==> src/rtl/cpu_ctrl_pkg.sv <==
// Shared control encodings for the main-decode stage: opcodes, ALU/result
// selects and the packed control word carried in the ID/EX register.
package cpu_ctrl_pkg;

  localparam logic [3:0] OP_R = 4'd0;
  localparam logic [3:0] OP_L = 4'd1;
  localparam logic [3:0] OP_S = 4'd2;
  localparam logic [3:0] OP_I = 4'd3;
  localparam logic [3:0] OP_B = 4'd4;
  localparam logic [3:0] OP_J = 4'd5;
  localparam logic [3:0] OP_F = 4'd6;
  localparam logic [3:0] OP_C = 4'd7;

  localparam logic [1:0] ALU_ADD = 2'b00;
  localparam logic [1:0] ALU_BR  = 2'b01;
  localparam logic [1:0] ALU_FN  = 2'b10;

  localparam logic [1:0] RES_ALU  = 2'b00;
  localparam logic [1:0] RES_MEM  = 2'b01;
  localparam logic [1:0] RES_PC   = 2'b10;
  localparam logic [1:0] RES_UNIT = 2'b11;

  typedef struct packed {
    logic [1:0] aluop;
    logic       alusrc;
    logic       branch;
    logic       memwrite;
    logic       a2src;
    logic       regwrite;
    logic [1:0] resmux;
    logic       jump;
    logic       fpu_en;
    logic       crypto_en;
  } ctrl_t;

  localparam ctrl_t CTRL_BUBBLE = '0;

  typedef enum logic {S_IDLE, S_BUSY} mc_state_e;

endpackage

==> src/rtl/ctrl_decode_comb.sv <==
// Pure combinational main-decode table: opcode to control word plus illegal flag.
module ctrl_decode_comb
  import cpu_ctrl_pkg::*;
#(
  parameter int OP_W = 4
) (
  input  logic [OP_W-1:0] op,
  output ctrl_t           ctrl,
  output logic            illegal
);

  always_comb begin
    ctrl    = CTRL_BUBBLE;
    illegal = 1'b0;
    // bit 3 and above set means outside the 0..7 opcode space
    if (|op[OP_W-1:3]) begin
      illegal = 1'b1;
    end else begin
      case (op[2:0])
        OP_R[2:0]: begin
          ctrl.aluop = ALU_FN; ctrl.a2src = 1'b1; ctrl.regwrite = 1'b1;
          ctrl.resmux = RES_ALU;
        end
        OP_L[2:0]: begin
          ctrl.aluop = ALU_ADD; ctrl.alusrc = 1'b1; ctrl.regwrite = 1'b1;
          ctrl.resmux = RES_MEM;
        end
        OP_S[2:0]: begin
          ctrl.aluop = ALU_ADD; ctrl.alusrc = 1'b1; ctrl.memwrite = 1'b1;
          ctrl.resmux = RES_MEM;
        end
        OP_I[2:0]: begin
          ctrl.aluop = ALU_FN; ctrl.alusrc = 1'b1; ctrl.regwrite = 1'b1;
          ctrl.resmux = RES_ALU;
        end
        OP_B[2:0]: begin
          ctrl.aluop = ALU_BR; ctrl.branch = 1'b1; ctrl.resmux = RES_PC;
        end
        OP_J[2:0]: begin
          ctrl.regwrite = 1'b1; ctrl.resmux = RES_PC; ctrl.jump = 1'b1;
        end
        OP_F[2:0]: begin
          ctrl.a2src = 1'b1; ctrl.regwrite = 1'b1; ctrl.resmux = RES_UNIT;
          ctrl.fpu_en = 1'b1;
        end
        default: begin
          ctrl.a2src = 1'b1; ctrl.regwrite = 1'b1; ctrl.resmux = RES_UNIT;
          ctrl.crypto_en = 1'b1;
        end
      endcase
    end
  end

endmodule

==> src/rtl/decode_ctrl_stage.sv <==
// Registered main-decode stage feeding the ID/EX control register; FPU/crypto
// ops occupy the register for MC_LAT cycles while upstream is stalled.
module decode_ctrl_stage
  import cpu_ctrl_pkg::*;
#(
  parameter int OP_W   = 4,
  parameter int MC_LAT = 4
) (
  input  logic            clk,
  input  logic            rst_n,
  input  logic            in_valid,
  input  logic [OP_W-1:0] op,
  input  logic            stall_in,
  input  logic            flush,
  output logic            stall_out,
  output logic            out_valid,
  output logic [1:0]      ALUop,
  output logic [1:0]      resmux,
  output logic            ALUSrc,
  output logic            branch,
  output logic            memwrite,
  output logic            a2src,
  output logic            regwrite,
  output logic            jump,
  output logic            fpu_en,
  output logic            crypto_en,
  output logic            mc_start,
  output logic            illegal
);

  localparam int CNT_W = $clog2(MC_LAT + 1);

  ctrl_t            dec, ctrl_q;
  logic             dec_ill;
  logic             vld_q, ill_q, mcs_q;
  mc_state_e        state, state_nx;
  logic [CNT_W-1:0] cnt, cnt_nx;
  logic             busy, capture, mc_cap;

  ctrl_decode_comb #(.OP_W(OP_W)) u_dec (
    .op      (op),
    .ctrl    (dec),
    .illegal (dec_ill)
  );

  assign busy    = (state == S_BUSY);
  assign capture = !flush && !stall_in && !busy;
  assign mc_cap  = capture && in_valid && (dec.fpu_en || dec.crypto_en);

  always_comb begin
    state_nx = state;
    cnt_nx   = cnt;
    if (flush) begin
      state_nx = S_IDLE;
      cnt_nx   = '0;
    end else if (stall_in) begin
      state_nx = state;
    end else if (busy) begin
      cnt_nx = cnt - CNT_W'(1);
      if (cnt == CNT_W'(1)) state_nx = S_IDLE;
    end else if (mc_cap && (MC_LAT > 1)) begin
      // first occupancy cycle is the capture itself, so MC_LAT-1 remain
      state_nx = S_BUSY;
      cnt_nx   = CNT_W'(MC_LAT - 1);
    end
  end

  always_ff @(posedge clk or negedge rst_n) begin
    if (!rst_n) begin
      state <= S_IDLE;
      cnt   <= '0;
    end else begin
      state <= state_nx;
      cnt   <= cnt_nx;
    end
  end

  always_ff @(posedge clk or negedge rst_n) begin
    if (!rst_n) begin
      ctrl_q <= CTRL_BUBBLE;
      vld_q  <= 1'b0;
      ill_q  <= 1'b0;
      mcs_q  <= 1'b0;
    end else if (flush) begin
      ctrl_q <= CTRL_BUBBLE;
      vld_q  <= 1'b0;
      ill_q  <= 1'b0;
      mcs_q  <= 1'b0;
    end else if (!capture) begin
      mcs_q <= 1'b0;
    end else begin
      ctrl_q <= in_valid ? dec : CTRL_BUBBLE;
      vld_q  <= in_valid;
      ill_q  <= in_valid && dec_ill;
      mcs_q  <= mc_cap;
    end
  end

  assign stall_out = stall_in | busy;
  assign out_valid = vld_q;
  assign ALUop     = ctrl_q.aluop;
  assign resmux    = ctrl_q.resmux;
  assign ALUSrc    = ctrl_q.alusrc;
  assign branch    = ctrl_q.branch;
  assign memwrite  = ctrl_q.memwrite;
  assign a2src     = ctrl_q.a2src;
  assign regwrite  = ctrl_q.regwrite;
  assign jump      = ctrl_q.jump;
  assign fpu_en    = ctrl_q.fpu_en;
  assign crypto_en = ctrl_q.crypto_en;
  assign mc_start  = mcs_q;
  assign illegal   = ill_q;

endmodule

==> config.mk <==
export PLATFORM = sky130hd
export DESIGN_NAME = decode_ctrl_stage
export DESIGN_NICKNAME = d
export VERILOG_FILES = /design/src/rtl/cpu_ctrl_pkg.sv /design/src/rtl/ctrl_decode_comb.sv /design/src/rtl/decode_ctrl_stage.sv
export SDC_FILE = /design/constraint.sdc
export NUM_CORES = 1
export LEC_CHECK = 0
export CAP_MARGIN = 40
export CORE_MARGIN = 2
export CORE_UTILIZATION = 35
export DETAILED_ROUTE_END_ITERATION = 10
export PLACE_DENSITY_LB_ADDON = 0.3
export RECOVER_POWER = 100
export SETUP_SLACK_MARGIN = 0.2
export SYNTH_ARGS = -nofsm -noshare
export SYNTH_HDL_FRONTEND = slang
export SYNTH_SLANG_ARGS = --single-unit
==> constraint.sdc <==
create_clock -name clk -period 1.7 [get_ports clk]
set_input_delay 0.34 -clock clk [delete_from_list [all_inputs] [get_ports clk]]
set_output_delay 0.34 -clock clk [all_outputs]
set_load 0.05 [all_outputs]
* After elaboration in Yosys (flattened, before gate mapping) *
Index checks and enable logic that the tools add are counted.

storage, ports and cells
  flip-flop bits (word level) = 19
  input port bits = 9
  output and inout bits = 16
  logic and storage cells = 75

cells by class
  $add $sub $neg = 1
  equal/unequal tests = 8
  multiplexer cells = 30
  bitwise gates (word level) = 1
  reductions and logical operators = 20

operator list
  operator                                                               count
  12-bit two-way mux                                                     4
  1-bit two-way mux                                                      20
  3-bit two-way mux                                                      4
  3-bit equality test, second input constant                             3
  2-bit OR reduction                                                     4
  7-bit OR reduction                                                     1
  3-bit by 1-bit equality test with 1-bit output, second input constant  2
  3-bit by 2-bit equality test with 1-bit output, second input constant  2
  2-bit case mux with 3 select lines                                     1
  1-bit logical AND                                                      5
  5-bit OR reduction                                                     1
  2-bit case mux with 2 select lines                                     1
  1-bit zero test                                                        3
  3-bit zero test                                                        1
  3-bit nonzero test                                                     1
  3-bit OR reduction                                                     1
  3-bit by 1-bit subtractor with 3-bit output, second input constant     1
  2-bit by 1-bit != test with 1-bit output, second input constant        1
  2-bit AND reduction                                                    1
  2-bit nonzero test                                                     1
  1-bit logical OR                                                       1
  1-bit OR                                                               1

* Logic depth before layout (Yosys ltp) *
Gate-level depths: netlist (run 1).

  depth in word-level cells = 10
  mapped depth = 5
  depth with buffers taken out = 4

* By module *
From an unflattened synthesis (run 1), not the netlist that was laid out.

unflattened totals
  cell total of the unflattened synthesis = 84
  area total of the unflattened synthesis = 954.7 µm²

modules (own cells, without submodules)
  module             times used  cells each  area each (µm²)  seq. area each (µm²)
  decode_ctrl_stage  1           58          805.8            475.5
  ctrl_decode_comb   1           26          148.9            0.0

* Worst setup path after synthesis (run 1) *
Ideal clock, no wire load.

  kind = flip-flop to output port
  from = register ctrl_q, in the netlist ALUop[0]
  to = output ALUop[0]
  arrival = 0.904 ns
  required time = 1.360 ns
  slack = 0.456 ns
  cell stages (with the launch flop) = 2
  buffers on the path = 1
  path through = dfrtp_1 -> buf_4

RTL lines
  element                   line                     source
  start: declaration        decode_ctrl_stage.sv:33  ctrl_t dec, ctrl_q;
  start signal: assignment  decode_ctrl_stage.sv:92  ctrl_q <= in_valid ? dec : CTRL_BUBBLE;
  end: declaration          decode_ctrl_stage.sv:17  output logic [1:0] ALUop,

No word-level cell between the ends.

* Worst setup path after layout (run 1) *
  from = register ctrl_q, in the netlist memwrite
  to = output memwrite

RTL lines
  element           line                     source
  end: declaration  decode_ctrl_stage.sv:21  output logic memwrite,

No word-level cell between the ends.

==> flow_metrics.py, run 1 <==
metrics = {
    "power": {
        "p_leak_uw": 0.000518,
        "switching_share": 0.266,
        "power.share.combinational": 0.158,
        "power_switching_uw": 224,
        "cell_internal_pwr_uw": 616,
        "vdd.ir_drop.worst_v": 0.000492,
        "seq_power_share": 0.526,
        "powerDensity_nw_per_um2": 763,
        "clock_power_share": 0.316,
    },
    "clock_network": {
        "numClockSinks": 18,
        "bufs_on_longest_clock_path": 2,
        "h_tree_depth": 1,
        "clock_tree.root_cell": "sky130_fd_sc_hd__clkbuf_4",
        "numCtsBuffers": 3,
        "post_cts_hold_buffer_count": 0,
        "clk_transition_reported_paths_ns": 0.10,
        "tritoncts": "yes",
        "worst_skew_pair.late_latency_ns": 0.29,
    },
    "global_routing": {
        "global_route.overflow_total": 0,
        "grt_util_met2": 0.251,
        "global_route_wire_length_before_repair_um": 3040,
        "top_usage_layer": "met2",
        "grt_use_met3": 0.0250,
        "via_count_of_the_first_global_routing_pass": 685,
        "grt_antenna_before_repair": 0,
        "globalRouteTotalUtil": 0.148,
        "grt_max_degree": 19,
        "grtUsageMet1": 0.185,
    },
    "placed_design": {
        "place.detailed.hpwl_um": 1370,
        "dpl-instance-area_um2": 1120,
        "place.port_buffers": 24,
        "gp_routability_congestion": 0.726,
    },
    "finish": {
        "finish.net_count": 122,
        "syn2layout_area_growth_pct": 27.7,
        "final_instance_area_um2": 1100,
        "post_route_cells_drive_above_1_share": 0.155,
        "antenna-diode-count": 0,
    },
    "worst_setup_path": {
        "crit-reg2reg-capture": "memwrite",
        "crit_path_start_kind": "flop",
        "critical_path_start_end_classification": "reg -> out",
        "cp.arrival_ns": 1.15,
        "worst_path_largest_cell_delay_ns": 0.47,
        "critical_path.reg2reg.startpoint": "busy",
        "worst_path_max_delay_cell": "sky130_fd_sc_hd__clkbuf_1",
        "ff2ff_setup_slack_ns": 0.26,
        "timing.critical_path.buf_inv": 1,
        "worst-endpoint-required_ns": 1.36,
        "cpLargestDelayFamily": "buffers and inverters",
        "worst-path-max-fanout": 2,
        "crit_chain": "clkbuf_1",
        "timing.critical_path.to_type": "output port",
        "r2r.worst_path.cells": 4,
    },
    "min_path": {
        "min_path_type": "reg -> reg",
        "worstHoldPathCells": 1,
        "hold_start": "resmux[1]",
        "hold_critical_path_endpoint": "resmux[1]",
    },
    "logic_synthesis": {
        "post-synth-top-count-cell": "sky130_fd_sc_hd__dfrtp_1",
        "postSynthAreaPerCell_um2": 10.8,
        "number_of_synthesized_flops_with_an_enable_pin": 0,
        "synth-warning-count": 0,
        "netlist_area_um2": 862,
        "ys_seq_elements": 18,
        "yosysTopAreaCellShare": 0.522,
        "postSynthCellCount": 80,
        "synth.net_count": 91,
        "seq_area_frac_synth": 0.522,
        "synthDistinctLibCells": 30,
        "post_synth_main_area_contributors": "sky130_fd_sc_hd__dfrtp_1, sky130_fd_sc_hd__a22o_1, sky130_fd_sc_hd__a32o_1",
        "postSynth.asyncResetShare": 1.00,
        "ys.flop_type": "sky130_fd_sc_hd__dfrtp_1",
        "synth_top_cell_by_area": "sky130_fd_sc_hd__dfrtp_1",
        "synth_commonest_cells": "sky130_fd_sc_hd__dfrtp_1, sky130_fd_sc_hd__a22o_1, sky130_fd_sc_hd__nand2_1, sky130_fd_sc_hd__nor2_1",
    },
    "timing": {
        "setup_viol_count_final": 0,
        "relSlewSlack": 0.368,
        "unrepaired_setup_endpoints_after_global_routing": "no",
        "skew_ns": 0.000540,
        "timing.final.hold_violations": 0,
        "period_share": 0.876,
        "min_period_ns": 1.49,
        "final_report_max_slew_violation_count": 0,
        "final.hold.worst_slack_ns": 0.514,
        "fmax_mhz": 671,
        "timing_worst_slew_pin_value_ns": 0.948,
    },
    "floorplan": {
        "die_y_um": 53.6,
        "die_area_um2": 2880,
        "fp.coreArea_um2": 2280,
        "chipWidth_um": 53.6,
        "effective_utilization_at_floorplan": 0.379,
        "floorplan.io_pins": 25,
        "floorplan.rows": 17,
    },
    "flow_run": {
        "drv_cap": 0,
    },
    "drt": {
        "vias_per_cell": 5.10,
        "routed_wire_length_um": 1860,
        "avgRoutedWirePerCell_um": 13.4,
        "route.detailed.drc": 0,
        "drt.antenna.violating_nets": 0,
        "drtPass1Iterations": 4,
        "routed-via-count": 704,
        "drt_iter0_drc": 14,
    },
    "outcome": {
        "run_status": "completed",
    },
}
cells by family (layout without fill, tap and decap cells):
| logic type | after synthesis | after routing | synth area share |
|---|---|---|---|
| multiplexers | 1 | 1 | 0.0116 |
| flip-flops | 18 | 18 | 0.522 |
| AND/OR/NAND/NOR | 26 | 26 | 0.173 |
| AO/OA/AOI/OAI | 19 | 19 | 0.180 |
| buffers and inverters | 12 | 42 | 0.0639 |
| XOR/XNOR | 2 | 2 | 0.0203 |
| adder cells (fa/ha/maj) | 2 | 2 | 0.0290 |
layout by cell type, fill, tap and decap left out, types with 3 or more instances in the layout:
| cell | count |
|---|---|
| sky130_fd_sc_hd__a22o_1 | 8 |
| sky130_fd_sc_hd__a32o_1 | 3 |
| sky130_fd_sc_hd__buf_4 | 6 |
| sky130_fd_sc_hd__clkbuf_1 | 17 |
| sky130_fd_sc_hd__clkbuf_4 | 3 |
| sky130_fd_sc_hd__clkdlybuf4s50_1 | 5 |
| sky130_fd_sc_hd__dfrtp_1 | 17 |
| sky130_fd_sc_hd__inv_1 | 6 |
| sky130_fd_sc_hd__nand2_1 | 7 |
| sky130_fd_sc_hd__nand3b_1 | 3 |
| sky130_fd_sc_hd__nor2_1 | 5 |
state kept, by name, summed over array words and instances (netlist names):
| register | cells |
|---|---|
| ALUSrc | 1 |
| ALUop | 2 |
| a2src | 1 |
| busy | 1 |
| cnt | 3 |
| crypto_en | 1 |
| fpu_en | 1 |
| illegal | 1 |
| jump | 1 |
| mc_start | 1 |
| memwrite | 1 |
| out_valid | 1 |
| regwrite | 1 |
| resmux | 2 |
layout make-up:
class	count	area [um^2]
tap	28	35.0
timing repair buffer	32	193
multi-input combinational	50	363
clock buffer	4	36.3
fill	241	1170
sequential	18	452
inverter	6	22.5
power groups by stage:
stage                     registers (uW)  logic [uW]  clock network (uW)
after CTS                            442         146                 276
final                                442         133                 265
after floorplan                      474        53.2                   0
after global placement               451         142                   0
after detailed placement             451         143                   0
after global routing                 444         145                 295
worst max path at each step:
stage                  start   endpoint  cells after the start
finish              memwrite   memwrite                      1
floorplan           ALUop[0]   ALUop[0]                      1
global placement    stall_in   ALUop[1]                      4
CTS                     busy  stall_out                      3
global route           rst_n       busy                      2
detailed placement  stall_in     ALUSrc                      4
layer usage:
metal,up-vias,wire (um)
met5,-,0
met4,0,25
met3,2,67
met2,18,909
met1,343,853
li1,341,-
metrics by stage:
step / total power [uW] / setup TNS [ns] / setup slack (ns) / std cells / util
global route: 883 / 0 / 0.132 / 138 / 0.484
global placement: 592 / -1.43 / -0.144 / 132 / 0.493
CTS: 864 / 0 / 0.236 / 138 / 0.517
floorplan: 527 / 0 / 0.456 / 80 / -
finish: 840 / 0 / 0.211 / 138 / 0.484
detailed placement: 594 / -1.58 / -0.162 / 132 / 0.493
timing repair:
item / CTS / global route
buffers inserted: 2 / 0
gates cloned: 0 / 0
endpoints found under the setup margin: 12 / 8
resized for setup: 3 / 3
pin swaps: 1 / 0
Note: power is estimated with default switching activity, not from simulation.
==> run 2: changes to the inputs <==
--- a/config.mk
+++ b/config.mk
@@ -9,6 +9,7 @@
 export CORE_MARGIN = 2
 export CORE_UTILIZATION = 35
 export DETAILED_ROUTE_END_ITERATION = 10
+export MAX_ROUTING_LAYER = met4
 export PLACE_DENSITY_LB_ADDON = 0.3
 export RECOVER_POWER = 100
 export SETUP_SLACK_MARGIN = 0.2
==> results of run 2 <==
No change in the layout: final DEF, timing and power equal those of run 1.
Among the figures that moved: final weighted congestion in routability-driven placement 0.726 -> 0.734; overall routing resource usage 0.148 -> 0.152
